**src/rtl/swiglu_gate.sv**
```systemverilog
`default_nettype none
// ============================================================================
//  Module   : swiglu_gate
//  Purpose  : Streaming SwiGLU gate. Buffers silu(gate) and up-projection
//             elements in two small FIFOs, pairs them in arrival order,
//             multiplies each pair and emits the product on a registered
//             valid/ready output with a per-vector last flag.
//  Revision : 1.0 - initial release
// ============================================================================
module swiglu_gate #(
  parameter int I_EXP   = 8,
  parameter int I_MNT   = 23,
  parameter int I_DATA  = I_EXP + I_MNT + 1,
  parameter int DEPTH   = 4,
  parameter int VEC_LEN = 16
) (
  input  logic                     clk,
  input  logic                     rst,
  input  logic [I_DATA-1:0]        gate_data,
  input  logic                     gate_valid,
  output logic                     gate_ready,
  input  logic [I_DATA-1:0]        up_data,
  input  logic                     up_valid,
  output logic                     up_ready,
  output logic [I_DATA-1:0]        out_data,
  output logic                     out_valid,
  input  logic                     out_ready,
  output logic                     out_last,
  output logic [$clog2(DEPTH):0]   gate_level,
  output logic [$clog2(DEPTH):0]   up_level
);

  localparam int AW = $clog2(DEPTH);
  localparam int LW = AW + 1;
  localparam int CW = (VEC_LEN > 1) ? $clog2(VEC_LEN) : 1;
  localparam int EW = I_EXP + 2;   // exponent arithmetic width with sign/carry room
  localparam int PW = 2 * I_MNT + 2;

  localparam logic [LW-1:0]    C_FULL_LVL = LW'(DEPTH);
  localparam logic [CW-1:0]    C_LAST_CNT = CW'(VEC_LEN - 1);
  localparam logic [EW-1:0]    C_BIAS     = EW'((1 << (I_EXP - 1)) - 1);
  localparam logic [EW-1:0]    C_EMAX     = EW'((1 << I_EXP) - 1);
  localparam logic [I_EXP-1:0] C_EXP_ONES = '1;

  // Float multiply: flush-to-zero on subnormal inputs, truncated mantissa,
  // overflow to infinity, NaN for NaN inputs or infinity times zero.
  function automatic logic [I_DATA-1:0] fmul(input logic [I_DATA-1:0] a,
                                             input logic [I_DATA-1:0] b);
    logic             so;
    logic [I_EXP-1:0] ea, eb;
    logic [I_MNT-1:0] ma, mb, mo;
    logic [PW-1:0]    prod;
    logic [EW-1:0]    esum;
    logic [I_DATA-1:0] r;
    so   = a[I_DATA-1] ^ b[I_DATA-1];
    ea   = a[I_DATA-2 -: I_EXP];
    eb   = b[I_DATA-2 -: I_EXP];
    ma   = a[I_MNT-1:0];
    mb   = b[I_MNT-1:0];
    prod = {{(I_MNT+1){1'b0}}, 1'b1, ma} * {{(I_MNT+1){1'b0}}, 1'b1, mb};
    esum = {2'b00, ea} + {2'b00, eb} - C_BIAS + {{(EW-1){1'b0}}, prod[PW-1]};
    mo   = prod[PW-1] ? prod[PW-2 -: I_MNT] : prod[PW-3 -: I_MNT];
    if ((ea == C_EXP_ONES && ma != '0) || (eb == C_EXP_ONES && mb != '0) ||
        (ea == C_EXP_ONES && eb == '0) || (eb == C_EXP_ONES && ea == '0)) begin
      r = {so, C_EXP_ONES, 1'b1, {(I_MNT-1){1'b0}}};
    end else if (ea == C_EXP_ONES || eb == C_EXP_ONES) begin
      r = {so, C_EXP_ONES, {I_MNT{1'b0}}};
    end else if (ea == '0 || eb == '0) begin
      r = {so, {(I_DATA-1){1'b0}}};
    end else if (esum[EW-1] || esum == '0) begin
      r = {so, {(I_DATA-1){1'b0}}};
    end else if (esum >= C_EMAX) begin
      r = {so, C_EXP_ONES, {I_MNT{1'b0}}};
    end else begin
      r = {so, esum[I_EXP-1:0], mo};
    end
    return r;
  endfunction

  logic [I_DATA-1:0] gate_mem_q [DEPTH];
  logic [I_DATA-1:0] gate_mem_d [DEPTH];
  logic [I_DATA-1:0] up_mem_q   [DEPTH];
  logic [I_DATA-1:0] up_mem_d   [DEPTH];
  logic [AW-1:0]     gate_wptr_q, gate_wptr_d, gate_rptr_q, gate_rptr_d;
  logic [AW-1:0]     up_wptr_q, up_wptr_d, up_rptr_q, up_rptr_d;
  logic [LW-1:0]     gate_lvl_q, gate_lvl_d, up_lvl_q, up_lvl_d;
  logic [CW-1:0]     count_q, count_d;
  logic [I_DATA-1:0] out_data_q, out_data_d;
  logic              out_valid_q, out_valid_d;
  logic              out_last_q, out_last_d;

  logic              gate_push, up_push, fire;
  logic [I_DATA-1:0] product;

  assign gate_ready = (gate_lvl_q != C_FULL_LVL);
  assign up_ready   = (up_lvl_q != C_FULL_LVL);
  assign gate_level = gate_lvl_q;
  assign up_level   = up_lvl_q;
  assign out_data   = out_data_q;
  assign out_valid  = out_valid_q;
  assign out_last   = out_last_q;

  assign gate_push = gate_valid && gate_ready;
  assign up_push   = up_valid && up_ready;
  assign fire      = (gate_lvl_q != '0) && (up_lvl_q != '0) && (!out_valid_q || out_ready);
  assign product   = fmul(gate_mem_q[gate_rptr_q], up_mem_q[up_rptr_q]);

  // Gate FIFO next state: write at tail on push, advance head on fire.
  always_comb begin
    gate_mem_d  = gate_mem_q;
    gate_wptr_d = gate_wptr_q;
    gate_rptr_d = gate_rptr_q;
    if (gate_push) begin
      gate_mem_d[gate_wptr_q] = gate_data;
      gate_wptr_d             = gate_wptr_q + 1'b1;
    end
    if (fire) begin
      gate_rptr_d = gate_rptr_q + 1'b1;
    end
    gate_lvl_d = gate_lvl_q + LW'(gate_push) - LW'(fire);
  end

  // Up FIFO next state: same structure as the gate FIFO.
  always_comb begin
    up_mem_d  = up_mem_q;
    up_wptr_d = up_wptr_q;
    up_rptr_d = up_rptr_q;
    if (up_push) begin
      up_mem_d[up_wptr_q] = up_data;
      up_wptr_d           = up_wptr_q + 1'b1;
    end
    if (fire) begin
      up_rptr_d = up_rptr_q + 1'b1;
    end
    up_lvl_d = up_lvl_q + LW'(up_push) - LW'(fire);
  end

  // Output register and vector position: load a product on fire, drop valid
  // once consumed with nothing new, otherwise hold.
  always_comb begin
    out_data_d  = out_data_q;
    out_valid_d = out_valid_q;
    out_last_d  = out_last_q;
    count_d     = count_q;
    if (fire) begin
      out_data_d  = product;
      out_valid_d = 1'b1;
      out_last_d  = (count_q == C_LAST_CNT);
      count_d     = (count_q == C_LAST_CNT) ? '0 : count_q + 1'b1;
    end else if (out_valid_q && out_ready) begin
      out_valid_d = 1'b0;
    end
  end

  // State registers, all cleared asynchronously.
  always_ff @(posedge clk or posedge rst) begin
    if (rst) begin
      for (int i = 0; i < DEPTH; i++) begin
        gate_mem_q[i] <= '0;
        up_mem_q[i]   <= '0;
      end
      gate_wptr_q <= '0;
      gate_rptr_q <= '0;
      gate_lvl_q  <= '0;
      up_wptr_q   <= '0;
      up_rptr_q   <= '0;
      up_lvl_q    <= '0;
      count_q     <= '0;
      out_data_q  <= '0;
      out_valid_q <= 1'b0;
      out_last_q  <= 1'b0;
    end else begin
      gate_mem_q  <= gate_mem_d;
      up_mem_q    <= up_mem_d;
      gate_wptr_q <= gate_wptr_d;
      gate_rptr_q <= gate_rptr_d;
      gate_lvl_q  <= gate_lvl_d;
      up_wptr_q   <= up_wptr_d;
      up_rptr_q   <= up_rptr_d;
      up_lvl_q    <= up_lvl_d;
      count_q     <= count_d;
      out_data_q  <= out_data_d;
      out_valid_q <= out_valid_d;
      out_last_q  <= out_last_d;
    end
  end

endmodule
`default_nettype wire

```
**config.mk**
```make
export PLATFORM = sky130hd
export DESIGN_NAME = swiglu_gate
export DESIGN_NICKNAME = d
export VERILOG_FILES = /design/src/rtl/swiglu_gate.sv
export SDC_FILE = /design/constraint.sdc
export NUM_CORES = 2
export LEC_CHECK = 0
export ABC_AREA = 1
export CORE_MARGIN = 5
export CORE_UTILIZATION = 55
export CTS_CLUSTER_DIAMETER = 80
export DETAILED_ROUTE_END_ITERATION = 8
export GPL_ROUTABILITY_DRIVEN = 0
export PLACE_DENSITY_LB_ADDON = 0.12
export SYNTH_ARGS = -nofsm -noshare
export SYNTH_HDL_FRONTEND = slang
export SYNTH_SLANG_ARGS = --single-unit
```
**constraint.sdc**
```tcl
create_clock -name clk -period 9.7 [get_ports clk]
set_input_delay 0.97 -clock clk [delete_from_list [all_inputs] [get_ports clk]]
set_output_delay 0.97 -clock clk [all_outputs]
set_load 0.005 [all_outputs]
```
==> results.sh <==
export IMPL_synth_top_family_by_area="adder cells"
export IMPL_timing_rr_start="gate_rptr_q[0]"
export IMPL_r2r_cells=43
export IMPL_fin_cells=4785
export IMPL_netlist_area_leader_share=0.291
export IMPL_wl_um=95800
export IMPL_synthAdderAreaFrac=0.365
export IMPL_endpoint="out_data[2]"
export IMPL_async_flop_share=1.00
export IMPL_cap_violations=0
export IMPL_drtIter0Drc=2255
export IMPL_first_pass_iters=6
export IMPL_synth_edf_count=0
export IMPL_antenna_found_initial=0
export IMPL_cp_max_fo=20
export IMPL_synth_mux_area_frac=0.0737
export IMPL_cpMaxStageDelayCell="dfrtp_4"
export IMPL_timing_final_crit_share=0.969
export IMPL_syn_area_per_cell_um2=8.81
export IMPL_synth_compound_area_frac=0.0513
export IMPL_dieArea_mm2=0.0656
export IMPL_drv_slew=0
export IMPL_start_util=0.554
export IMPL_synth_seq_cells=308
export IMPL_hold_class="register to register"
export IMPL_yosysWarnings=0
export IMPL_crit_path_start_kind="register"
export IMPL_synth_ff_type="dfrtp_1"
export IMPL_cts_root_buffer="clkbuf_16"
export IMPL_core_mm2=0.0601
export IMPL_synthCells=3781
export IMPL_synth_nets=4531
export IMPL_critPathArrivalTime_ps=9830
export IMPL_synth_top_cell_by_area="fa_1"
export IMPL_grt_pass1_vias=26500
export IMPL_pre_cts_ws_ps=80.8
export IMPL_portBuffers=110
export IMPL_finalSetupViolations=0
export IMPL_dp_cells=4687
export IMPL_final_util=0.634
export IMPL_cp_required_ps=10130
export IMPL_routedWlPerCell_um=20.0
export IMPL_grt_pass1_wl_um=151000
export IMPL_rows=90
export IMPL_vias_per_cell=5.46
export IMPL_die_x_um=256
export IMPL_drive_above_1_share=0.149
export IMPL_synthXorXnorAreaFrac=0.00973
export IMPL_reg2reg_to="out_data[2]"
export IMPL_hold_viol=0
export IMPL_vias=26100
export IMPL_cts_clk_slew_worst_paths_ps=60
export IMPL_holdPathStages=2
export IMPL_grt_usage=0.292
export IMPL_synthSimpleGateAreaFrac=0.163
export IMPL_cp_end_kind="register"
export IMPL_fin_ws_ps=297
export IMPL_tightest_slew_ps=1140
export IMPL_clock_latency_ps=550
export IMPL_crit_start="gate_rptr_q[0]"
export IMPL_htreeDepth=2
export IMPL_status="finished, final reports clean"
export IMPL_fmaxAchievable_ghz=0.106
export IMPL_slowest_delay_ps=580
export IMPL_cpMostUsedCell="fa_1"
export IMPL_tns_ps=0
export IMPL_ys_seq_area_frac=0.231
export IMPL_overflow=0
export IMPL_grt_max_degree=122
export IMPL_worst_setup_path_type="register to register"
export IMPL_worst_r2r_setup_slack_ps=300
export IMPL_synth_common_cells="nand2_1, inv_1, fa_1"
export IMPL_synth_area_leaders="fa_1, dfrtp_1, nand2_1, inv_1, ha_1"
export IMPL_die_y_um=256
export IMPL_areaGrowthSynthToFinish_pct=14.5
export IMPL_ys_types=49
export IMPL_cts_made_buffers=34
export IMPL_synthesis_area_mm2=0.0333
export IMPL_cts_tree="built"
export IMPL_dp_hpwl_um=75100
export IMPL_io_pins=111
export IMPL_fin_skew_ps=22.1
export IMPL_max_slew_margin=0.235
export IMPL_drc=0
export IMPL_fin_crit_ps=9400
export IMPL_nets=4728
export IMPL_cts_sinks=308
export IMPL_fillers=5139
export IMPL_clock_path_buffers=3
export IMPL_ant_nets=0
export IMPL_yosysMostFrequentCell="nand2_1"
cell type report:
cell class,count,area [um2],area share
Sequential cell,308,7710,0.202
Tap cell,782,978,0.0257
Inverter,736,2850,0.0748
Multi-Input combinational cell,2583,22300,0.585
Clock buffer,48,983,0.0258
Timing Repair Buffer,312,3080,0.0809
Clock inverter,12,196,0.00515
Antenna cell,1,2.50,0.0000656
Timing Repair inverter,3,15.0,0.000394
worst max-delay path: cells and delay by family, from the launching register on:
kind / cells / cell delay, ps
adders and majority gates: 10 / 4360
DFF: 1 / 580
and+or+nand+nor: 16 / 1720
buffers and inverters: 9 / 1220
AOI/OAI and AO/OA: 7 / 1170
xor gates and xnor gates: 1 / 240
what timing repair did:
| item | 4_1_cts | 5_1_grt |
|---|---|---|
| endpoints found under the hold margin | 0 | 0 |
| buffers inserted | 0 | 29 |
| hold buffers | 0 | 0 |
| resized for setup | 0 | 129 |
| endpoints found under the setup margin | 0 | 31 |
layout by cell type (no fill, tap or decap), types with 9 or more instances in the layout:
master             n
mux2_2           218
nor3_1            19
buf_12            23
o21ai_1           24
inv_1            698
a21oi_1          112
nand2_1          779
nand2_2           32
nor2_4             9
clkdlybuf4s50_1  110
nand4_1           15
inv_2             14
nand3_1          144
nor2_2            10
nor2_1           326
xor2_1            17
dfrtp_1          305
buf_6             18
fa_1             480
clkbuf_16         38
xnor2_1           19
clkinvlp_4        13
buf_4            151
ha_1             193
o21ai_0           95
registers in the layout, summed over array words and instances, names as in the netlist:
register	flops
count_q	4
gate_level	3
gate_mem_q	128
gate_rptr_q	2
gate_wptr_q	2
out_data	32
out_last	1
out_valid	1
up_level	3
up_mem_q	128
up_rptr_q	2
up_wptr_q	2
metrics by stage:
step / hold slack (ps) / cell area [um2]
2_1_floorplan: 466 / 33300
3_3_place_gp: 465 / 36200
4_1_cts: 480 / 37400
3_5_place_dp: 464 / 36200
6_report: 477 / 38100
5_1_grt: 492 / 38100
layer usage:
| metal | GRT usage | share of wire | vias up |
|---|---|---|---|
| li1 | - | - | 11900 |
| met1 | 0.402 | 0.42 | 13000 |
| met2 | 0.462 | 0.45 | 987 |
| met3 | 0.0734 | 0.093 | 201 |
| met4 | 0.0888 | 0.040 | 0 |
| met5 | 0 | 0 | - |
kinds of logic after synthesis:
| group | after synthesis |
|---|---|
| buf+inv | 890 |
| compound gates | 295 |
| mux | 218 |
| fa+ha+maj | 681 |
| xor+xnor | 37 |
| simple gates | 1352 |
| flops | 308 |
worst min path at each step:
stage,from,end,slack [ps]
final,out_data[5],out_data[5],480
after global routing,out_data[5],out_data[5],490
after CTS,out_data[5],out_data[5],480
after detailed placement,out_data[5],out_data[5],460
after global placement,out_data[5],out_data[5],460
after floorplan,count_q[2],count_q[2],470
Power is left out: the tool's default activity adds up to more than one toggle a clock period on the data nets, which glitch-free logic cannot reach.
